==> src/rtl/vram_arbiter_if.sv <==
// Bus bundle between the VRAM arbiter and its environment.
// The environment holds the three requesters and the RAM. The arbiter sits between them.
interface vram_arbiter_if #(
    parameter int ADDR_W = 15,
    parameter int DATA_W = 8
);
    logic              vid_req;
    logic [ADDR_W-1:0] vid_addr;
    logic              vid_gnt;
    logic              vid_rvalid;

    logic              cpu_req;
    logic              cpu_we;
    logic [ADDR_W-1:0] cpu_addr;
    logic [DATA_W-1:0] cpu_din;
    logic              cpu_gnt;
    logic              cpu_rvalid;

    logic              dma_req;
    logic              dma_we;
    logic [ADDR_W-1:0] dma_addr;
    logic [DATA_W-1:0] dma_din;
    logic              dma_gnt;
    logic              dma_rvalid;

    logic [DATA_W-1:0] rdata;
    logic [ADDR_W-1:0] mem_addr;
    logic              mem_we;
    logic [DATA_W-1:0] mem_din;
    logic [DATA_W-1:0] mem_dout;
    logic              starve_flag;

    // Arbiter side
    modport slave (
        input  vid_req, vid_addr,
        input  cpu_req, cpu_we, cpu_addr, cpu_din,
        input  dma_req, dma_we, dma_addr, dma_din,
        input  mem_dout,
        output vid_gnt, vid_rvalid, cpu_gnt, cpu_rvalid, dma_gnt, dma_rvalid,
        output rdata, mem_addr, mem_we, mem_din, starve_flag
    );

    // Requester and RAM side
    modport master (
        output vid_req, vid_addr,
        output cpu_req, cpu_we, cpu_addr, cpu_din,
        output dma_req, dma_we, dma_addr, dma_din,
        output mem_dout,
        input  vid_gnt, vid_rvalid, cpu_gnt, cpu_rvalid, dma_gnt, dma_rvalid,
        input  rdata, mem_addr, mem_we, mem_din, starve_flag
    );
endinterface

==> src/rtl/vram_arbiter.sv <==
// Single-port VRAM arbiter for video fetch, CPU and DMA.
// Video always wins. CPU beats DMA unless DMA has been denied for STARVE_MAX
// consecutive request cycles. The winning command is registered onto the RAM pins.
// Read data returns two cycles after the grant and is tagged with its owner.
module vram_arbiter #(
    parameter int ADDR_W     = 15,
    parameter int DATA_W     = 8,
    parameter int STARVE_MAX = 8
) (
    input  logic           clk,
    input  logic           reset,
    vram_arbiter_if.slave  bus
);
    typedef enum logic [1:0] {
        OWN_VID = 2'd0,
        OWN_CPU = 2'd1,
        OWN_DMA = 2'd2
    } owner_e;

    localparam logic [7:0] STARVE_LIM = 8'(STARVE_MAX);

    logic              starve_flag;
    logic              vid_gnt;
    logic              cpu_gnt;
    logic              dma_gnt;
    logic [7:0]        starve_cnt;

    logic              xfer;
    logic              win_we;
    logic [ADDR_W-1:0] win_addr;
    logic [DATA_W-1:0] win_din;
    owner_e            win_owner;

    logic [ADDR_W-1:0] mem_addr_p1;
    logic              mem_we_p1;
    logic [DATA_W-1:0] mem_din_p1;

    logic              tag_vld_p1;
    owner_e            tag_own_p1;
    logic              tag_vld_p2;
    owner_e            tag_own_p2;

    // Fixed-priority grant with the starvation override for DMA
    always_comb begin
        starve_flag = (starve_cnt == STARVE_LIM);
        vid_gnt     = bus.vid_req;
        dma_gnt     = !bus.vid_req && bus.dma_req && (starve_flag || !bus.cpu_req);
        cpu_gnt     = !bus.vid_req && bus.cpu_req && !(starve_flag && bus.dma_req);
    end

    // Select the winning command. With no winner, address and data hold.
    always_comb begin
        xfer      = 1'b0;
        win_we    = 1'b0;
        win_addr  = mem_addr_p1;
        win_din   = mem_din_p1;
        win_owner = OWN_VID;
        if (vid_gnt) begin
            xfer      = 1'b1;
            win_addr  = bus.vid_addr;
        end else if (cpu_gnt) begin
            xfer      = 1'b1;
            win_we    = bus.cpu_we;
            win_addr  = bus.cpu_addr;
            win_din   = bus.cpu_din;
            win_owner = OWN_CPU;
        end else if (dma_gnt) begin
            xfer      = 1'b1;
            win_we    = bus.dma_we;
            win_addr  = bus.dma_addr;
            win_din   = bus.dma_din;
            win_owner = OWN_DMA;
        end
    end

    // Count consecutive denied DMA request cycles, saturating at the limit
    always_ff @(posedge clk or posedge reset) begin
        if (reset) begin
            starve_cnt <= '0;
        end else if (!bus.dma_req || dma_gnt) begin
            starve_cnt <= '0;
        end else if (starve_cnt != STARVE_LIM) begin
            starve_cnt <= starve_cnt + 8'd1;
        end
    end

    // Stage 1: register the winning command onto the RAM pins
    always_ff @(posedge clk or posedge reset) begin
        if (reset) begin
            mem_addr_p1 <= '0;
            mem_we_p1   <= 1'b0;
            mem_din_p1  <= '0;
        end else begin
            mem_addr_p1 <= win_addr;
            mem_we_p1   <= xfer && win_we;
            mem_din_p1  <= win_din;
        end
    end

    // Stages 1-2: read tags follow the RAM's one-cycle registered read
    always_ff @(posedge clk or posedge reset) begin
        if (reset) begin
            tag_vld_p1 <= 1'b0;
            tag_own_p1 <= OWN_VID;
            tag_vld_p2 <= 1'b0;
            tag_own_p2 <= OWN_VID;
        end else begin
            tag_vld_p1 <= xfer && !win_we;
            tag_own_p1 <= win_owner;
            tag_vld_p2 <= tag_vld_p1;
            tag_own_p2 <= tag_own_p1;
        end
    end

    assign bus.vid_gnt     = vid_gnt;
    assign bus.cpu_gnt     = cpu_gnt;
    assign bus.dma_gnt     = dma_gnt;
    assign bus.starve_flag = starve_flag;
    assign bus.mem_addr    = mem_addr_p1;
    assign bus.mem_we      = mem_we_p1;
    assign bus.mem_din     = mem_din_p1;
    assign bus.rdata       = bus.mem_dout;
    assign bus.vid_rvalid  = tag_vld_p2 && (tag_own_p2 == OWN_VID);
    assign bus.cpu_rvalid  = tag_vld_p2 && (tag_own_p2 == OWN_CPU);
    assign bus.dma_rvalid  = tag_vld_p2 && (tag_own_p2 == OWN_DMA);
endmodule
==> src/flat_wrapper.sv <==
// flat-port wrapper written by rule: the top's interface ports become plain ports
module vram_arbiter_flat 
#(
    parameter int ADDR_W     = 15,
    parameter int DATA_W     = 8,
    parameter int STARVE_MAX = 8
)
  (clk, reset, bus_vid_req, bus_vid_addr, bus_cpu_req, bus_cpu_we, bus_cpu_addr, bus_cpu_din, bus_dma_req, bus_dma_we, bus_dma_addr, bus_dma_din, bus_mem_dout, bus_vid_gnt, bus_vid_rvalid, bus_cpu_gnt, bus_cpu_rvalid, bus_dma_gnt, bus_dma_rvalid, bus_rdata, bus_mem_addr, bus_mem_we, bus_mem_din, bus_starve_flag);
  vram_arbiter_if #(.ADDR_W(ADDR_W), .DATA_W(DATA_W)) bus_i ();
  input  logic clk;
  input  logic reset;
  input wire logic [$bits(bus_i.vid_req)-1:0] bus_vid_req;
  input wire logic [$bits(bus_i.vid_addr)-1:0] bus_vid_addr;
  input wire logic [$bits(bus_i.cpu_req)-1:0] bus_cpu_req;
  input wire logic [$bits(bus_i.cpu_we)-1:0] bus_cpu_we;
  input wire logic [$bits(bus_i.cpu_addr)-1:0] bus_cpu_addr;
  input wire logic [$bits(bus_i.cpu_din)-1:0] bus_cpu_din;
  input wire logic [$bits(bus_i.dma_req)-1:0] bus_dma_req;
  input wire logic [$bits(bus_i.dma_we)-1:0] bus_dma_we;
  input wire logic [$bits(bus_i.dma_addr)-1:0] bus_dma_addr;
  input wire logic [$bits(bus_i.dma_din)-1:0] bus_dma_din;
  input wire logic [$bits(bus_i.mem_dout)-1:0] bus_mem_dout;
  output wire logic [$bits(bus_i.vid_gnt)-1:0] bus_vid_gnt;
  output wire logic [$bits(bus_i.vid_rvalid)-1:0] bus_vid_rvalid;
  output wire logic [$bits(bus_i.cpu_gnt)-1:0] bus_cpu_gnt;
  output wire logic [$bits(bus_i.cpu_rvalid)-1:0] bus_cpu_rvalid;
  output wire logic [$bits(bus_i.dma_gnt)-1:0] bus_dma_gnt;
  output wire logic [$bits(bus_i.dma_rvalid)-1:0] bus_dma_rvalid;
  output wire logic [$bits(bus_i.rdata)-1:0] bus_rdata;
  output wire logic [$bits(bus_i.mem_addr)-1:0] bus_mem_addr;
  output wire logic [$bits(bus_i.mem_we)-1:0] bus_mem_we;
  output wire logic [$bits(bus_i.mem_din)-1:0] bus_mem_din;
  output wire logic [$bits(bus_i.starve_flag)-1:0] bus_starve_flag;
  assign bus_i.vid_req = bus_vid_req;
  assign bus_i.vid_addr = bus_vid_addr;
  assign bus_i.cpu_req = bus_cpu_req;
  assign bus_i.cpu_we = bus_cpu_we;
  assign bus_i.cpu_addr = bus_cpu_addr;
  assign bus_i.cpu_din = bus_cpu_din;
  assign bus_i.dma_req = bus_dma_req;
  assign bus_i.dma_we = bus_dma_we;
  assign bus_i.dma_addr = bus_dma_addr;
  assign bus_i.dma_din = bus_dma_din;
  assign bus_i.mem_dout = bus_mem_dout;
  assign bus_vid_gnt = bus_i.vid_gnt;
  assign bus_vid_rvalid = bus_i.vid_rvalid;
  assign bus_cpu_gnt = bus_i.cpu_gnt;
  assign bus_cpu_rvalid = bus_i.cpu_rvalid;
  assign bus_dma_gnt = bus_i.dma_gnt;
  assign bus_dma_rvalid = bus_i.dma_rvalid;
  assign bus_rdata = bus_i.rdata;
  assign bus_mem_addr = bus_i.mem_addr;
  assign bus_mem_we = bus_i.mem_we;
  assign bus_mem_din = bus_i.mem_din;
  assign bus_starve_flag = bus_i.starve_flag;
  vram_arbiter #(.ADDR_W(ADDR_W), .DATA_W(DATA_W), .STARVE_MAX(STARVE_MAX)) u_core (.clk(clk), .reset(reset), .bus(bus_i));
endmodule
==> config.mk <==
export PLATFORM = sky130hd
export DESIGN_NAME = vram_arbiter_flat
export DESIGN_NICKNAME = d
export VERILOG_FILES = /design/src/rtl/vram_arbiter_if.sv /design/src/rtl/vram_arbiter.sv /design/src/flat_wrapper.sv
export SDC_FILE = /design/constraint.sdc
export NUM_CORES = 1
export LEC_CHECK = 0
export CELL_PAD_IN_SITES_DETAIL_PLACEMENT = 1
export CELL_PAD_IN_SITES_GLOBAL_PLACEMENT = 1
export CORE_MARGIN = 2
export CORE_UTILIZATION = 33
export CTS_BUF_LIST = sky130_fd_sc_hd__clkbuf_4 sky130_fd_sc_hd__clkbuf_8
export DETAILED_ROUTE_END_ITERATION = 10
export PLACE_DENSITY = 0.95
export SLEW_MARGIN = 5
export SYNTH_ARGS = -nofsm -noshare
export SYNTH_HDL_FRONTEND = slang
export SYNTH_SLANG_ARGS = --single-unit
==> constraint.sdc <==
create_clock -name clk -period 3.94 [get_ports clk]
set_input_delay 0.985 -clock clk [delete_from_list [all_inputs] [get_ports clk]]
set_output_delay 0.985 -clock clk [all_outputs]
set_load 0.01 [all_outputs]
==> results of run 1 <==
flip-flops by register name (all words and copies together) (netlist names):
| signal | count |
|---|---|
| u_core.starve_cnt | 8 |
| u_core.tag_vld_p2 | 1 |
| u_core.tag_own_p2 | 2 |
| u_core.bus.mem_addr | 15 |
| u_core.bus.mem_we | 1 |
| u_core.tag_own_p1 | 2 |
| u_core.tag_vld_p1 | 1 |
| u_core.bus.mem_din | 8 |
metal layers:
| layer | vias up | part of all wire, % |
|---|---|---|
| li1 | 1108 | - |
| met1 | 1241 | 40 |
| met4 | 0 | 1.8 |
| met5 | - | 0 |
| met2 | 94 | 53 |
| met3 | 15 | 5.4 |
cells by family (layout without fill, tap and decap cells):
group	count (synthesis)	after routing	synth area share [%]
adders and majority gates	2	2	1.037
and+or+nand+nor	75	75	22.66
xor gates and xnor gates	2	2	0.7263
buffers and inverters	42	123	9.543
AOI/OAI and AO/OA	64	64	20.80
DFF	38	38	39.42
muxes	14	14	5.809
power groups by stage:
stage | clock network (uW) | logic (uW) | registers [uW]
detailed placement | 0 | 294 | 451
floorplan | 0 | 126 | 460
finish | 279 | 296 | 445
global route | 295 | 317 | 448
global placement | 0 | 285 | 450
CTS | 286 | 297 | 444
placed cells by master (no fill, tap or decap), types with 2 or more instances in the layout:
cell type,n
nand3_1,20
dfrtp_1,38
o2111ai_1,17
inv_1,7
o221ai_1,2
nand2_1,3
ha_1,2
a21oi_1,11
nor4bb_1,16
nand4_1,19
buf_4,9
o22ai_1,7
mux2i_1,14
clkbuf_8,5
clkdlybuf4s50_1,97
nor3b_1,2
a211oi_1,4
xor2_1,2
and3b_1,2
o21ai_0,3
a211o_1,2
or3_1,4
a221oi_1,12
nor2_1,3
layout make-up:
class | instances | area share, %
repair buffers | 107 | 30.08
flip-flops and latches | 38 | 27.41
clock buffers | 6 | 2.200
inverters | 8 | 0.8655
multi-input cells | 157 | 35.48
clock inverters | 2 | 0.3967
well taps | 99 | 3.570
final timing paths:
kind	from	to	cells past startpoint
worst max register to register	u_core.starve_cnt[0]	u_core.bus.mem_addr[14]	6
worst max-delay path	bus_dma_req	bus_dma_gnt	5
worst min-delay path	u_core.tag_vld_p1	u_core.tag_vld_p2	0
min in group asynchronous	reset	u_core.bus.mem_addr[1]	2
worst min register to register	u_core.tag_vld_p1	u_core.tag_vld_p2	0
max in group asynchronous	reset	u_core.bus.mem_din[2]	3
per-stage QoR:
| step | total power, uW | hold WS (ns) | cell area (um2) | cells |
|---|---|---|---|---|
| after CTS | 1027 | 0.3602 | 3470 | 417 |
| final | 1020 | 0.3550 | 3470 | 417 |
| after global routing | 1060 | 0.3722 | 3470 | 417 |
| after detailed placement | 745.3 | 0.3418 | 3379 | 409 |
| after global placement | 734.9 | 0.3344 | 3379 | 409 |
| after floorplan | 586.3 | 0.3312 | 2412 | 237 |
==> flow_metrics.tcl, run 1 <==
set metrics [dict create \
    cp-end-kind "output port" \
    status "finished, final reports clean" \
    max_stage_delay_ns 0.56 \
    clkLatencyLatePin_ns 0.30 \
    cp.arrival_ns 2.60 \
    grt_pass1_wl_um 13390 \
    vias 2458 \
    post-place-ws_ns 0.3670 \
    top_usage_layer "met2" \
    required_ns 2.95 \
    multiInputGateArea_um2 1231 \
    maxCapViolations 0 \
    drt-total-wl_um 8569 \
    coreArea_um2 7176 \
    grt_util_met3_pct 3.509 \
    gp_congestion 0.8922 \
    drc 0 \
    grt_max_degree 41 \
    worstPathCellList "clkdlybuf4s50_1, buf_4, nand2_1, nor2_1, clkdlybuf4s50_1" \
    clk_pin_slew_ns 0.07 \
    h-tree-depth 2 \
    seqPwrFrac_pct 43.6 \
    via_per_inst 5.894 \
    post_cts_buffers 0 \
    gr-usage-met1_pct 25.61 \
    n_fill_cell 789 \
    seq_area_frac_synth_pct 39.42 \
    syn_avg_cell_area_um2 10.18 \
    cts_resized 0 \
    final_hold_viol_count 0 \
    grt_usage_pct 21.64 \
    worst-setup-path-type "input pin to output port" \
    ys.flop_type "dfrtp_1" \
    synth.net_count 315 \
    tns_ns 0 \
    fin_crit_sh_pct 90.90 \
    num_antenna_cells 0 \
    setup_ws_ns 0.3586 \
    post-dp-hpwl_um 5828 \
    synthTopCellsByCount "dfrtp_1 (38), nand3_1 (20), nand4_1 (19), o2111ai_1 (17), nor4bb_1 (16)" \
    overflow 0 \
    worst_pin_slew_ns 1.121 \
    cts_tree "yes" \
    final_nets 395 \
    die_h_um 89.50 \
    register_area_um2 950.9 \
    cts_inserted_buffers 5 \
    drtPass1Iterations 4 \
    p_per_area_nw_per_um2 294.1 \
    cp-start-kind "input pin" \
    p_sw_share_pct 29.89 \
    grt_use_met2_pct 40.00 \
    crit_slowest_cell "clkdlybuf4s50_1" \
    static-leakage-power_uw 0.001333 \
    ir_worst_vdd_mv 0.2114 \
    layout_min_cycle_time_ns 3.581 \
    p_switching_uw 304.9 \
    rsz0062_at_grt "false" \
    slew_headroom_pct 24.68 \
    crit_buf_inv 3 \
    root_buffer "clkbuf_8" \
    drv_slew 0 \
    fmax_ghz 0.2792 \
    synth-seq-cells 38 \
    start_util_pct 33.62 \
    setup_violations 0 \
    combinationalPowerShare_pct 29.1 \
    clkPwrFrac_pct 27.4 \
    drive_above_1_share_pct 7.862 \
    synth_top_area_share_pct 39.42 \
    crit_family "buffers and inverters" \
    synthesis.instances 237 \
    clkSinkCount 38 \
    synth_edf_count 0 \
    drt_iter0_markers 165 \
    fp.dieW_um 89.50 \
    async_flop_share_pct 100.0 \
    cpMostUsedCell "clkdlybuf4s50_1" \
    r2r_slack_ns 1.86 \
    worstPathMaxFanout 24 \
    rows 31 \
    die_area_um2 8010 \
    synth_warnings 0 \
    yosys.area.top_type "dfrtp_1" \
    first_global_vias 2661 \
    ys_top_cells_by_area "dfrtp_1 (39%), nor4bb_1 (6.6%), o2111ai_1 (6.2%)" \
    area_growth_syn_to_layout_pct 43.83 \
    cts_hold_buf 0 \
    ios 115 \
    yosysMostFrequentCell "dfrtp_1" \
    port_buffers 98 \
    internal-power_uw 715.4 \
    hp-class "flip-flop to flip-flop" \
    avgRoutedWirePerCell_um 20.55 \
    utilization_pct 48.35 \
    yosysUniqueCellTypes 40 \
    detail-route-antenna-nets 0 \
    grt_antenna_before_repair 0 \
    fin_worst_skew_ns 0.009988 \
    clockBufferDepth 2 \
    synth_area_um2 2412 \
]
(Power assumes the default switching activity.)
==> run 2, diff against run 1 <==
==> constraint.sdc (replaced) <==
create_clock -name clk -period 4.3 [get_ports clk]
set_input_delay 1.075 -clock clk [delete_from_list [all_inputs] [get_ports clk]]
set_output_delay 1.075 -clock clk [all_outputs]
set_load 0.01 [all_outputs]
==> run 2 against run 1 <==
Largest power group unchanged; combinational power shrank 8.1%; largest cell class unchanged; design area decreased by 0.29%; register-to-register slack gained 0.25 ns; clock skew rose by 0.0038 ns.
==> flow_metrics.tcl, run 2 (synthesized netlist as in run 1, its figures left out) <==
set metrics [dict create \
    p_per_area_nw_per_um2 275.2 \
    grt_max_degree 41 \
    ir_worst_vdd_mv 0.1412 \
    num_antenna_cells 0 \
    avgRoutedWirePerCell_um 21.14 \
    clockBufferDepth 2 \
    rows 31 \
    start_util_pct 33.62 \
    clk_pin_slew_ns 0.07 \
    maxCapViolations 0 \
    drc 0 \
    slew_headroom_pct 33.38 \
    wl_met3_um 554 \
    vias 2518 \
    status "finished, final reports clean" \
    utilization_pct 48.21 \
    worst_pin_slew_ns 0.9916 \
    grt_pass1_wl_um 13940 \
    h-tree-depth 2 \
    fin_area_um2 3460 \
    root_buffer "clkbuf_8" \
    worst-setup-path-type "input pin to output port" \
    overflow 0 \
    die_h_um 89.50 \
    mostFrequentLayoutCells "clkdlybuf4s50_1 (97), dfrtp_1 (38), nand3_1 (20)" \
    die_area_um2 8010 \
    final_nets 393 \
    required_ns 3.22 \
    hp-class "flip-flop to flip-flop" \
    ios 115 \
    setup_violations 0 \
    worstPathMaxFanout 12 \
    fin_crit_sh_pct 90.15 \
    gp_congestion 0.8709 \
    tns_ns 0 \
    drtPass1Iterations 4 \
    fmax_ghz 0.2580 \
    layout_min_cycle_time_ns 3.877 \
    via_per_inst 6.067 \
    clkLatencyLatePin_ns 0.30 \
    drv_slew 0 \
    grt_antenna_before_repair 0 \
    drive_above_1_share_pct 7.278 \
    rsz0062_at_grt "false" \
    min_delay_path_depth 0 \
    cts_tree "yes" \
    detail-route-antenna-nets 0 \
    cp.arrival_ns 2.80 \
    first_global_vias 2654 \
    grt_usage_pct 22.85 \
    cts_hold_buf 0 \
    n_fill_cell 801 \
    clkSinkCount 38 \
    crit_slowest_cell "clkdlybuf4s50_1" \
    final_hold_viol_count 0 \
    drt_iter0_markers 143 \
    post_cts_buffers 0 \
    worstPathCellList "clkdlybuf4s50_1, inv_1, a21oi_1, nor2_1, clkdlybuf4s50_1" \
    fin_worst_skew_ns 0.01375 \
    port_buffers 98 \
    static-leakage-power_uw 0.001322 \
    cpMostUsedCell "clkdlybuf4s50_1" \
    final_common_cell "clkdlybuf4s50_1" \
    r2r_cells 3 \
    fp.dieW_um 89.50 \
    cp-end-kind "output port" \
    cp-start-kind "input pin" \
    cts_resized 0 \
    p_total_uw 952.1 \
    post-dp-hpwl_um 6023 \
    max_stage_delay_ns 0.56 \
    place_area_um2 3364 \
    area_growth_syn_to_layout_pct 43.41 \
    wl_met2_um 4504 \
    coreArea_um2 7176 \
    cts_inserted_buffers 5 \
    dr.max_layer_used "met4" \
    drt-total-wl_um 8772 \
    routedLengthMet1_um 3454 \
    largest_reg_flops 15 \
]
-- run 2: final cells by class --
cell class | instances | area [um2] | share of cell area [%]
multi-input combinational | 157 | 1231 | 35.59
timing repair buffer | 105 | 1028 | 29.73
sequential | 38 | 950.9 | 27.49
tap | 99 | 123.9 | 3.580
clock buffer | 6 | 82.58 | 2.387
inverter | 8 | 30.03 | 0.8680
clock inverter | 2 | 12.51 | 0.3617
-- run 2: power by group --
| group | total (uW) | switching (uW) | leakage (uW) | internal [uW] |
|---|---|---|---|---|
| Clock | 271 | 142 | 0.0000472 | 129 |
| Sequential | 409 | 21.8 | 0.000472 | 387 |
| Combinational | 272 | 125 | 0.000803 | 147 |
-- run 2: metal layers --
metal | vias to the layer above | GRT usage, %
li1 | 1103 | -
met1 | 1274 | 27.11
met2 | 116 | 39.66
met3 | 25 | 5.817
met4 | 0 | 8.684
met5 | - | 0
-- run 2: worst max-delay path, delay by kind of cell --
family / cells / cell delay, ns
buffers and inverters: 3 / 1.39
AO/OA/AOI/OAI: 1 / 0.16
AND/OR/NAND/NOR: 1 / 0.17
-- run 2: path summary, 6_finish.rpt --
kind | from | end | slack (ns)
min in group asynchronous | reset | u_core.bus.mem_addr[1] | 1.20
worst min-delay path | u_core.tag_own_p1[1] | u_core.tag_own_p2[1] | 0.36
worst min register to register | u_core.tag_own_p1[1] | u_core.tag_own_p2[1] | 0.36
worst max register to register | u_core.starve_cnt[2] | u_core.bus.mem_we | 2.11
max in group asynchronous | reset | u_core.bus.mem_din[6] | 2.73
worst max-delay path | bus_cpu_req | bus_dma_gnt | 0.42
-- run 2: stage by stage --
stage | std cells | setup WS (ns) | hold WS, ns
global placement | 407 | 0.4518 | 0.3315
CTS | 415 | 0.4239 | 0.3573
finish | 415 | 0.4234 | 0.3591
floorplan | 237 | 1.369 | 0.3312
global route | 415 | 0.3308 | 0.3697
detailed placement | 407 | 0.4222 | 0.3396
